## src/rtl/read_unit.sv

```systemverilog
// read_unit: NAND RE#-strobed word reader with programmable low/high phase lengths
module read_unit #(
  parameter int T_RP  = 4,
  parameter int T_REH = 2
) (
  input  logic        clk,
  input  logic        reset,
  input  logic        activate,
  input  logic [15:0] word_count,
  input  logic [15:0] data_in,
  output logic        read_enable,
  output logic        busy,
  output logic [15:0] data_out,
  output logic        data_valid,
  output logic        last
);
  localparam int MAXP = (T_RP > T_REH) ? T_RP : T_REH;
  localparam int CW   = $clog2(MAXP + 1);
  typedef enum logic [1:0] {IDLE, RE_LOW, RE_HIGH} state_t;
  state_t state, state_n;
  logic [CW-1:0] cnt, cnt_n;
  logic [15:0] rem, rem_n, data_out_n;
  logic read_enable_n, busy_n, data_valid_n, last_n, done;
  assign done = cnt == '0;
  always_comb begin
    state_n       = state;
    cnt_n         = done ? '0 : cnt - 1'b1;
    rem_n         = rem;
    read_enable_n = read_enable;
    busy_n        = busy;
    data_out_n    = data_out;
    data_valid_n  = 1'b0;
    last_n        = 1'b0;
    case (state)
      IDLE: if (activate && word_count != 16'd0) begin
        state_n       = RE_LOW;
        cnt_n         = CW'(T_RP - 1);
        rem_n         = word_count;
        read_enable_n = 1'b0;
        busy_n        = 1'b1;
      end
      RE_LOW: if (done) begin
        state_n       = RE_HIGH;
        cnt_n         = CW'(T_REH - 1);
        data_out_n    = data_in;
        data_valid_n  = 1'b1;
        last_n        = rem == 16'd1;
        rem_n         = rem - 16'd1;
        read_enable_n = 1'b1;
      end
      RE_HIGH: if (done) begin
        state_n       = (rem != 16'd0) ? RE_LOW : IDLE;
        cnt_n         = (rem != 16'd0) ? CW'(T_RP - 1) : '0;
        read_enable_n = rem == 16'd0;
        busy_n        = rem != 16'd0;
      end
      default: state_n = IDLE;
    endcase
  end
  always_ff @(posedge clk) begin
    if (reset) begin
      state       <= IDLE;
      cnt         <= '0;
      rem         <= '0;
      read_enable <= 1'b1;
      busy        <= 1'b0;
      data_out    <= '0;
      data_valid  <= 1'b0;
      last        <= 1'b0;
    end else begin
      state       <= state_n;
      cnt         <= cnt_n;
      rem         <= rem_n;
      read_enable <= read_enable_n;
      busy        <= busy_n;
      data_out    <= data_out_n;
      data_valid  <= data_valid_n;
      last        <= last_n;
    end
  end
endmodule

```

## config.mk

```make
export PLATFORM = sky130hd
export DESIGN_NAME = read_unit
export DESIGN_NICKNAME = d
export VERILOG_FILES = /design/src/rtl/read_unit.sv
export SDC_FILE = /design/constraint.sdc
export NUM_CORES = 1
export LEC_CHECK = 0
export ABC_AREA = 1
export ABC_CLOCK_PERIOD_IN_PS = 3400
export BUFFER_PORTS_ARGS = -buffer_cell sky130_fd_sc_hd__buf_2
export CORE_ASPECT_RATIO = 1.5
export CORE_UTILIZATION = 35
export DETAILED_ROUTE_END_ITERATION = 7
export PLACE_DENSITY_LB_ADDON = 0.3
export SYNTH_ARGS = -nofsm -noshare
export SYNTH_HDL_FRONTEND = slang
export SYNTH_SLANG_ARGS = --single-unit
```

## constraint.sdc

```tcl
create_clock -name clk -period 3.4 [get_ports clk]
set_clock_uncertainty 0.05 [all_clocks]
set_input_delay 0.68 -clock clk [delete_from_list [all_inputs] [get_ports clk]]
set_output_delay 0.68 -clock clk [all_outputs]
set_load 0.03 [all_outputs]
```

# Word-level counts from Yosys, hierarchy flattened
# Index checks and enable logic that the tools add are counted.
[classes]
addsub = 2
reduce_logical = 16
eq_ne = 6
bitwise = 2
n_mux = 22
[ops]
columns = ["operator", "n"]
rows = [
  ["$mux 16", 2],
  ["$pmux 16 s2", 1],
  ["$reduce_bool 16->1", 2],
  ["$eq 16x1->1 const B", 1],
  ["$logic_not 16->1", 1],
  ["$sub 16x1->16 const B", 1],
  ["$mux 3", 4],
  ["$pmux 3 s3", 1],
  ["$reduce_and 3->1", 3],
  ["$mux 2", 4],
  ["$mux 1", 7],
  ["$ne 2x2->1 const B", 3],
  ["$pmux 2 s3", 1],
  ["$reduce_and 4->1", 1],
  ["$reduce_bool 2->1", 2],
  ["$logic_not 3->1", 1],
  ["$pmux 1 s3", 1],
  ["$reduce_bool 3->1", 1],
  ["$reduce_or 3->1", 1],
  ["$sub 3x1->3 const B", 1],
  ["$eq 2x1->1 const B", 1],
  ["$eq 2x2->1 const B", 1],
  ["$logic_not 2->1", 1],
  ["$not 1->1", 2],
  ["other kinds (4)", 4],
]
[totals]
output_inout_bits = 20
inputBits = 35
word_cells = 56
ff_bits = 41

# Longest topological paths before layout
# Gate-level depths: netlist of run 1.
[depth]
depth_word = 4
depth_mapped = 11
depth_no_buf = 11

# Worst setup path after synthesis of run 1
# Ideal clock, no wire load.
[synth_timing]
path_type = "input port to flip-flop"
start = "input word_count[15]"
end = "register rem[15]"
path_buffers = 1
setup_slack_ps = 1698
t_arrival_ps = 1585
stages = 10
path_cell_list = "nor2_1 > nand2_1 > nor2_1 > nand2_1 > nand2_2 > nand2_2 > nand2_4 > buf_6 > nand2_1 > a21oi_2"
[synth_between]
elab_chain_cells = 4
elab_cells_between_ends = 6
cone_classes = "1 x eq/ne; 2 x mux; 3 x reduce/logical"
[synth_rtl]
columns = ["item", "line", "text"]
rows = [
  ["start: declaration", "9", "input logic [15:0] word_count,"],
  ["$reduce_bool 16->1", "35", "IDLE: if (activate && word_count != 16'd0) begin"],
  ["$logic_and 1x1->1", "35", ""],
  ["$ne 2x2->1 (no source line)", "-", ""],
  ["$reduce_and 3->1 (no source line)", "-", ""],
  ["end signal: assignment", "73", "rem <= rem_n;"],
  ["end: declaration", "22", "logic [15:0] rem, rem_n, data_out_n;"],
]
# Parallel ways exist; a longest one is shown, timed or not. The select of a mux whose other input is x is not followed.
# A chain may end at the register's enable or synchronous reset.

# Worst setup path in the final report of run 1
[layout_timing]
start = "register state[1]"
end = "register rem[9]"
[layout_between]
elab_chain_cells = 3
elab_cells_between_ends = 7
cone_classes = "3 x eq/ne; 1 x mux; 3 x reduce/logical"
[layout_rtl]
columns = ["item", "line", "text"]
rows = [
  ["start: declaration", "20", "state_t state, state_n;"],
  ["start signal: assignment", "71", "state <= state_n;"],
  ["$eq 2x1->1 or $logic_not 2->1 (tied branches)", "34", "case (state)"],
  ["$ne 2x2->1 (no source line) or $reduce_bool 2->1 (tied branches)", "-", ""],
  ["$reduce_and 3->1 (no source line)", "-", ""],
]
# Parallel ways exist; a longest one is shown, timed or not.

==> results of run 1 <==
## cells in the final DEF, fill, tap and decap left out, drive strengths merged
master and n:
clkbuf 6, nand4 5, dfxtp 41, nand2 135
nor2 53, clkinv 1, nor4 1, ha 7
o21ai 16, xor2 4, a21boi 1, mux2i 1
inv 34, nand3 20, bufinv 1, o211ai 1
buf 56, clkinvlp 1, nor3 1, a21oi 34
a41oi 1
## state kept, by name (all words and copies together), names as in the netlist
| name | cells |
|---|---|
| data_out | 16 |
| rem | 16 |
| cnt | 3 |
| state | 2 |
| busy | 1 |
| data_valid | 1 |
| last | 1 |
| read_enable | 1 |
## routing by layer
metal  wire, µm  part of all wire, %  global-route usage, %
met5          0                    0                      0
met4        176                  3.0                  9.733
met3        259                  4.4                  1.857
met2       3001                   51                  33.23
met1       2421                   41                  18.09
## kinds of logic (layout without fill, tap and decap cells)
group,Yosys count,in the layout,share of synthesized area [%]
AND/OR/NAND/NOR,215,215,38.20
AO/OA/AOI/OAI,53,53,13.05
multiplexers,1,1,0.4244
adder cells (fa/ha/maj),7,7,3.713
buffers and inverters,47,99,8.329
XOR/XNOR,4,4,1.485
flip-flops,41,41,34.80
## stage by stage
stage	area (µm²)	worst slack [ns]
finish	2794	1.272
global placement	2674	1.297
floorplan	2359	1.698
global route	2794	1.120
detailed placement	2674	1.296
CTS	2794	1.274
## area by class of cell
class / count / area [µm²]
Multi-Input combinational cell: 280 / 1341
Sequential cell: 41 / 820.8
Tap cell: 76 / 95.09
Clock buffer: 6 / 82.58
Timing Repair Buffer: 56 / 285.3
Inverter: 35 / 131.4
Fill cell: 727 / 3692
Clock inverter: 2 / 37.54
## power groups by stage
stage	Sequential, W	Combinational (W)	Clock (W)
6_report	0.000753	0.00145	0.000415
5_1_grt	0.000777	0.00166	0.000441
3_3_place_gp	0.000759	0.00144	0
3_5_place_dp	0.000761	0.00145	0
2_1_floorplan	0.000852	0.00105	0
4_1_cts	0.000752	0.00146	0.000424
## worst max-delay path: stages (launching register included)
cell     delay [ns]
dfxtp_1        0.39
inv_1          0.08
ha_1           0.23
buf_4          0.22
inv_1          0.50
nand2_1        0.20
nand2_1        0.11
nand3_1        0.09
nand2_1        0.07
inv_1          0.03
nor2_1         0.08
## cell usage after synthesis
| cell type | count |
|---|---|
| a41oi_1 | 1 |
| o21ai_4 | 1 |
| clkbuf_1 | 5 |
| nand2_1 | 125 |
| nor4_1 | 1 |
| buf_2 | 4 |
| inv_1 | 32 |
| o21ai_0 | 15 |
| o211ai_1 | 1 |
| nand2_4 | 3 |
| buf_1 | 1 |
| buf_6 | 2 |
| nand3_1 | 20 |
| nor3_1 | 1 |
| mux2i_1 | 1 |
| nor2_4 | 1 |
| inv_2 | 2 |
| ha_1 | 7 |
| nand2_2 | 7 |
| dfxtp_1 | 41 |
| clkinv_1 | 1 |
| a21boi_2 | 1 |
| a21oi_1 | 29 |
| a21oi_2 | 5 |
| nand4_1 | 5 |
| nor2_1 | 50 |
| xor2_1 | 4 |
| nor2_2 | 2 |
## worst min path at each step
stage	from	end	slack [ns]
after global placement	data_out[3]$_SDFFE_PP0P_	data_out[3]$_SDFFE_PP0P_	0.40
after CTS	data_out[14]$_SDFFE_PP0P_	data_out[14]$_SDFFE_PP0P_	0.42
after detailed placement	data_out[3]$_SDFFE_PP0P_	data_out[3]$_SDFFE_PP0P_	0.40
after global routing	data_out[9]$_SDFFE_PP0P_	data_out[9]$_SDFFE_PP0P_	0.44
final	data_out[13]$_SDFFE_PP0P_	data_out[13]$_SDFFE_PP0P_	0.41
after floorplan	rem[1]$_SDFFE_PP0P_	rem[1]$_SDFFE_PP0P_	0.41
==> impl_metrics.json, run 1 <==
{
  "syn-cell-area_mm2": 0.002359,
  "setup_violations": 0,
  "row_count": 36,
  "r2r_cells": 10,
  "grt_setup_unrepaired": "false",
  "hold_viol_final": 0,
  "post-route-util_pct": 43.07,
  "ir_worst_vdd_mv": 0.2755,
  "num_antenna_cells": 0,
  "synth_top_area_share_pct": 34.80,
  "clk_latency_ns": 0.30,
  "crit_path_start": "state[1]$_SDFFE_PP0P_",
  "crit_end": "rem[9]$_SDFFE_PP0P_",
  "cts.sinks": 41,
  "syn_inst": 368,
  "die_y_um": 102.5,
  "antenna_left": 0,
  "drc": 0,
  "seqPwrFrac_pct": 28.8,
  "drt-total-wl_um": 5859,
  "min_period_over_period_pct": 62.59,
  "grt_max_degree": 28,
  "synth_cell_type_count": 28,
  "cts-htree-levels": 2,
  "worstPathRequired_ns": 3.59,
  "drt_iter0_drc": 124,
  "combPwrFrac_pct": 55.3,
  "setup_tns_ns": 0,
  "post-cts-setup-buffers": 0,
  "switchingPower_w": 0.001285,
  "synth-seq-area-share_pct": 34.80,
  "vias": 2435,
  "clock_power_share_pct": 15.9,
  "core_area_mm2": 0.006486,
  "max_freq_mhz": 469.9,
  "initial_core_util_pct": 36.36,
  "setup.worst_path.class": "flip-flop to flip-flop",
  "p_per_area_mw_per_mm2": 936.3,
  "yosysTopAreaCell": "dfxtp_1",
  "ys_warn_count": 0,
  "grt_usage_pct": 17.20,
  "synth_area_per_cell_um2": 6.409,
  "min_delay_path_depth": 2,
  "r2r-start": "state[1]$_SDFFE_PP0P_",
  "cp.arrival_ns": 2.32,
  "die_w_um": 69.03,
  "nets": 461,
  "cts_resized": 0,
  "r2r_slack_ns": 1.27,
  "ys_ff_latch": 41,
  "power_w": 0.002616,
  "firstDrtPassIters": 6,
  "clkTransAtPathRegs_ns": 0.08,
  "hold_path_class": "flip-flop to flip-flop",
  "cp-end-kind": "flip-flop",
  "fin_cells": 496,
  "cts_buffers": 5,
  "slew_violations": 0,
  "dp_cells": 488,
  "portBuffers": 54,
  "avgRoutedWirePerCell_um": 11.81,
  "tightest_slew_ns": 0.6898,
  "die-area_mm2": 0.007078,
  "status": "finished clean",
  "synth.net_count": 410,
  "grt_pass1_vias": 2324,
  "maxCapViolCount": 0,
  "hpwl_um": 4400,
  "drive_above_1_share_pct": 20.48,
  "path_max_fanout": 20,
  "cts-root-buf": "clkbuf_8",
  "hold_buffers": 0,
  "gp_congestion": 0.9047,
  "synth_area_leaders": "dfxtp_1 (35%), nand2_1 (20%), nor2_1 (8.0%), a21oi_1 (6.2%), inv_1 (5.1%)",
  "switching_share_pct": 49.12,
  "area_growth_pct": 18.46,
  "tritoncts": "built",
  "p_int_w": 0.001331,
  "grt_pass1_wl_um": 9839,
  "relSlewSlack_pct": 53.74,
  "worst_setup_path_start_kind": "flip-flop",
  "io_pins": 55,
  "antenna_found_initial": 0,
  "avgViaCountPerCell": 4.909,
  "layout_min_cycle_time_ns": 2.128,
  "hold_ws_ns": 0.4129,
  "grt.overflow.total": 0,
  "p_leak_nw": 1.368,
  "worstReg2RegEnd": "rem[9]$_SDFFE_PP0P_",
  "clk_path_buf_depth": 2
}
(Power assumes the default switching activity.)
==> inputs of run 2 (changes only) <==
- ABC_CLOCK_PERIOD_IN_PS: 3400 -> 2009
- clock period: 3.4 -> 2.01 ns (I/O delays scaled with it)
==> run 2 against run 1 <==
  * First-iteration DRC count fell by 53%
  * Clock-buffer cell count fell by 1
  * Non-clock buffer count rose by 7
  * Cell count rose by 1.4%
  * Register-to-register slack got worse by 1.1 ns
  * Global-route usage rose by 0.50 points
  * Worst setup slack got worse by 1.1 ns
  * Cell area rose by 1.7%
  * Via count fell by 1.4%
  * Highest routed layer unchanged
  * Sequential share of layout area fell by 0.49 points
  * Wire length rose by 0.34%
  * Flip-flop and latch count did not move
  * Largest power group unchanged
==> impl_metrics.json, run 2 (same netlist as run 1, synthesis figures left out) <==
{
  "relSlewSlack_pct": 69.94,
  "avgRoutedWirePerCell_um": 11.69,
  "drive_above_1_share_pct": 21.78,
  "row_count": 36,
  "grt_usage_pct": 17.71,
  "p_per_area_mw_per_mm2": 1574,
  "seq_area_um2": 820.8,
  "setup.worst_path.class": "flip-flop to flip-flop",
  "ir_worst_vdd_mv": 0.5733,
  "die_y_um": 102.5,
  "layout_commonest_cell": "nand2_1",
  "setup_tns_ns": 0,
  "die_w_um": 69.03,
  "initial_core_util_pct": 36.36,
  "post-route-util_pct": 43.81,
  "clk_path_buf_depth": 2,
  "maxCapViolCount": 0,
  "reg_top3": "data_out: 16 flops, rem: 16 flops, cnt: 3 flops",
  "avgViaCountPerCell": 4.775,
  "gp_congestion": 0.8441,
  "setup_violations": 0,
  "cp.arrival_ns": 1.95,
  "clk_latency_ns": 0.30,
  "cts_buffers": 5,
  "cp-end-kind": "flip-flop",
  "min_delay_path_depth": 3,
  "tritoncts": "built",
  "clkTransAtPathRegs_ns": 0.08,
  "grt_max_degree": 27,
  "hpwl_um": 4454,
  "cts-htree-levels": 2,
  "grt_pass1_wl_um": 10090,
  "power_w": 0.004473,
  "r2r_cells": 7,
  "multi_input_area_mm2": 0.001341,
  "antenna_found_initial": 0,
  "worst_setup_path_start_kind": "flip-flop",
  "nets": 468,
  "cts.sinks": 41,
  "cts-root-buf": "clkbuf_8",
  "dpl_worst_slack_ns": 0.1812,
  "slew_violations": 0,
  "path_max_fanout": 7,
  "firstDrtPassIters": 4,
  "setup_ws_ns": 0.1912,
  "portBuffers": 54,
  "grt_pass1_vias": 2301,
  "num_antenna_cells": 0,
  "antenna_left": 0,
  "grt_setup_unrepaired": "false",
  "drt_iter0_drc": 58,
  "drc": 0,
  "grt.overflow.total": 0,
  "hold_buffers": 0,
  "area_growth_pct": 20.48,
  "die-area_mm2": 0.007078,
  "hold_viol_final": 0,
  "max_freq_mhz": 549.8,
  "status": "finished clean",
  "worstPathRequired_ns": 2.14,
  "drt-total-wl_um": 5879,
  "core_area_mm2": 0.006486,
  "cts_resized": 0,
  "layout_common_cells": "nand2_1 (125), buf_2 (54), nor2_1 (50), dfxtp_1 (41), inv_1 (32)",
  "p_leak_nw": 1.398,
  "io_pins": 55,
  "hold_ws_ns": 0.2959,
  "min_period_over_period_pct": 90.49,
  "layout_min_cycle_time_ns": 1.819,
  "vias": 2402,
  "post-cts-setup-buffers": 0,
  "hold_path_class": "input pin to flip-flop",
  "tightest_slew_ns": 0.4505,
  "fillCellCount": 747
}
## run 2: changes by cell type in the layout (fill, tap and decap cells not counted), sizes merged
cell and delta:
buf +7, clkbuf -1, clkinv +1
## run 2: cell type report
type	instances	area share, %
multi-input cells	280	47.20
clock buffers	5	2.422
flip-flops and latches	41	28.89
inverters	35	4.624
clock inverters	3	1.629
repair buffers	63	11.89
well taps	76	3.347
## run 2: worst paths after layout
path	from	endpoint	slack [ns]
setup / recovery	state[1]$_SDFFE_PP0P_	read_enable$_SDFFE_PP1P_	0.19
hold reg to reg	data_out[2]$_SDFFE_PP0P_	data_out[2]$_SDFFE_PP0P_	0.41
hold / removal	data_in[9]	data_out[9]$_SDFFE_PP0P_	0.30
setup reg to reg	state[1]$_SDFFE_PP0P_	read_enable$_SDFFE_PP1P_	0.19
## run 2: critical path: stages (launching register included)
cell     delay, ns
dfxtp_1       0.39
inv_1         0.08
ha_1          0.30
buf_4         0.21
o21ai_0       0.28
nand2_1       0.15
o21ai_0       0.16
nand3_1       0.08
## run 2: per-layer routing
metal | part of all wire, % | routed length (µm) | up-vias | track usage (%)
met5 | 0 | 0 | - | 0
met4 | 2.7 | 157 | 0 | 8.163
met3 | 3.5 | 204 | 13 | 2.248
met2 | 53 | 3138 | 55 | 34.50
met1 | 40 | 2378 | 1065 | 18.89
li1 | - | - | 1269 | -
## run 2: power breakdown
part           leakage [nW]  internal (W)  switching (W)
clock network        0.0543      0.000372       0.000305
registers             0.336       0.00107       0.000206
logic                  1.01      0.000847        0.00168
## run 2: through the flow
step / std cells / area [µm²]
4_1_cts: 503 / 2841
3_3_place_gp: 495 / 2726
5_1_grt: 503 / 2841
3_5_place_dp: 495 / 2726
2_1_floorplan: 368 / 2359
6_report: 503 / 2841
==> inputs of run 3 (changes only) <==
- CORE_ASPECT_RATIO: 1.5 -> 0.7
==> run 3 against run 2 <==
  * Clock power rose by 19%
  * Register-to-register slack improved by 0.03 ns
  * Sequential share of layout area fell by 0.33 points
  * Power rose by 3.7%
  * Non-clock buffer count fell by 1
  * Hold slack got worse by 0.0039 ns
  * Critical path type unchanged
==> impl_metrics.json, run 3 (same netlist as run 1, synthesis figures left out) <==
{
  "die-area_mm2": 0.007076,
  "clkTransAtPathRegs_ns": 0.08,
  "min_to": "data_out[11]$_SDFFE_PP0P_",
  "initial_core_util_pct": 37.05,
  "path_cells": "inv_1 > ha_1 > inv_1 > o21ai_4 > a21boi_2 > buf_4 > nand2_1 > a21oi_1",
  "tightest_slew_ns": 0.3626,
  "grt_setup_unrepaired": "false",
  "switchingPower_w": 0.002229,
  "crit_top_cell": "inv_1",
  "ir_worst_vdd_mv": 0.6792,
  "layout_common_cells": "nand2_1 (125), buf_2 (54), nor2_1 (50), dfxtp_1 (41), inv_1 (32)",
  "seqPwrFrac_pct": 27.6,
  "cts.sinks": 41,
  "nets": 467,
  "switching_share_pct": 48.07,
  "cp-end-kind": "flip-flop",
  "antenna_found_initial": 0,
  "grt_usage_pct": 18.10,
  "antenna_left": 0,
  "fillCellCount": 699,
  "firstDrtPassIters": 4,
  "cp.arrival_ns": 1.97,
  "slew_violations": 0,
  "hold_start": "data_in[11]",
  "cts-root-buf": "clkbuf_8",
  "power_w": 0.004638,
  "drc": 0,
  "multi_input_area_mm2": 0.001344,
  "die_w_um": 100.1,
  "r2r-start": "state[0]$_SDFFE_PP0P_",
  "max_freq_mhz": 559.6,
  "hpwl_um": 4468,
  "status": "finished clean",
  "hold_viol_final": 0,
  "tritoncts": "built",
  "die_y_um": 70.68,
  "r2r_cells": 8,
  "clk_latency_ns": 0.30,
  "maxCapViolCount": 0,
  "p_int_w": 0.002408,
  "grt_max_degree": 27,
  "worstReg2RegEnd": "rem[11]$_SDFFE_PP0P_",
  "drt_iter0_drc": 174,
  "hold_buffers": 0,
  "r2r_slack_ns": 0.22,
  "drive_above_1_share_pct": 21.83,
  "layout_commonest_cell": "nand2_1",
  "clock_power_share_pct": 17.4,
  "slowest_stage": "dfxtp_1",
  "gp_congestion": 0.8909,
  "drt-total-wl_um": 6085,
  "combPwrFrac_pct": 55.0,
  "post-cts-setup-buffers": 0,
  "p_per_area_mw_per_mm2": 1614,
  "p_leak_nw": 1.407,
  "min_period_over_period_pct": 88.90,
  "setup.worst_path.class": "flip-flop to flip-flop",
  "area_growth_pct": 21.86,
  "vias": 2378,
  "clk_path_buf_depth": 2,
  "num_antenna_cells": 0,
  "avgViaCountPerCell": 4.600,
  "grt_pass1_vias": 2071,
  "setup_violations": 0,
  "reg_top3": "data_out: 16 flops, rem: 16 flops, cnt: 3 flops",
  "hold_path_class": "input pin to flip-flop",
  "worstPathRequired_ns": 2.19,
  "grt_pass1_wl_um": 10010,
  "path_max_fanout": 6,
  "cts_buffers": 5,
  "grt.overflow.total": 0,
  "core_area_mm2": 0.006366,
  "layout_min_cycle_time_ns": 1.787,
  "seq_area_um2": 820.8,
  "setup_tns_ns": 0,
  "portBuffers": 54,
  "worst_setup_path_start_kind": "flip-flop",
  "cp_slowest_stage_delay_ns": 0.35,
  "row_count": 24,
  "min_delay_path_depth": 3,
  "io_pins": 55,
  "avgRoutedWirePerCell_um": 11.77,
  "relSlewSlack_pct": 75.74,
  "cts-htree-levels": 2
}
-- run 3: critical path, delay by kind of cell, from the launching register on --
| kind | cells | cell delay [ns] |
|---|---|---|
| simple gates | 1 | 0.06 |
| buf+inv | 3 | 0.44 |
| compound gates | 3 | 0.51 |
| flops | 1 | 0.35 |
| fa+ha+maj | 1 | 0.29 |
-- run 3: cell type report --
type / instances / share of cell area [%]
multi-input cells: 280 / 46.76
flip-flops and latches: 41 / 28.56
repair buffers: 62 / 11.49
inverters: 35 / 4.571
well taps: 91 / 3.962
clock buffers: 5 / 2.394
clock inverters: 3 / 2.264
-- run 3: power by group through the flow --
| stage | logic (W) | registers, W | clock network, W |
|---|---|---|---|
| 5_1_grt | 0.00288 | 0.00132 | 0.000855 |
| 2_1_floorplan | 0.00178 | 0.00144 | 0 |
| 3_3_place_gp | 0.00250 | 0.00129 | 0 |
| 4_1_cts | 0.00254 | 0.00128 | 0.000814 |
| 3_5_place_dp | 0.00252 | 0.00129 | 0 |
| 6_report | 0.00255 | 0.00128 | 0.000806 |
-- run 3: how the worst max path moves through the flow --
stage	startpoint	to
5_1_grt	state[0]$_SDFFE_PP0P_	rem[11]$_SDFFE_PP0P_
6_report	state[0]$_SDFFE_PP0P_	rem[11]$_SDFFE_PP0P_
3_5_place_dp	state[1]$_SDFFE_PP0P_	rem[11]$_SDFFE_PP0P_
2_1_floorplan	state[1]$_SDFFE_PP0P_	rem[14]$_SDFFE_PP0P_
4_1_cts	state[1]$_SDFFE_PP0P_	rem[11]$_SDFFE_PP0P_
3_3_place_gp	state[1]$_SDFFE_PP0P_	rem[11]$_SDFFE_PP0P_
-- run 3: metrics by stage --
step | cells | hold WS [ns] | cell area (µm²) | utilization [%] | setup slack (ns)
floorplan | 368 | 0.4050 | 2359 | - | 0.4498
global placement | 509 | 0.3988 | 2738 | 43.00 | 0.1786
detailed placement | 509 | 0.4047 | 2738 | 43.00 | 0.1868
CTS | 517 | 0.2858 | 2872 | 45.11 | 0.1412
global route | 517 | 0.2870 | 2874 | 45.15 | 0.05403
finish | 517 | 0.2920 | 2874 | 45.15 | 0.2230
-- run 3: layer usage --
layer	share of wire [%]	vias to the layer above	global-route usage [%]
li1	-	1273	-
met1	52	1038	27.75
met2	41	57	25.13
met3	5.7	10	3.458
met4	1.5	0	5.958
met5	0	-	0
-- run 3: repair_timing --
action / 4_1_cts / 5_1_grt
hold endpoints to repair: 0 / 0
resized for setup: 0 / 1
endpoints found under the setup margin: 0 / 1
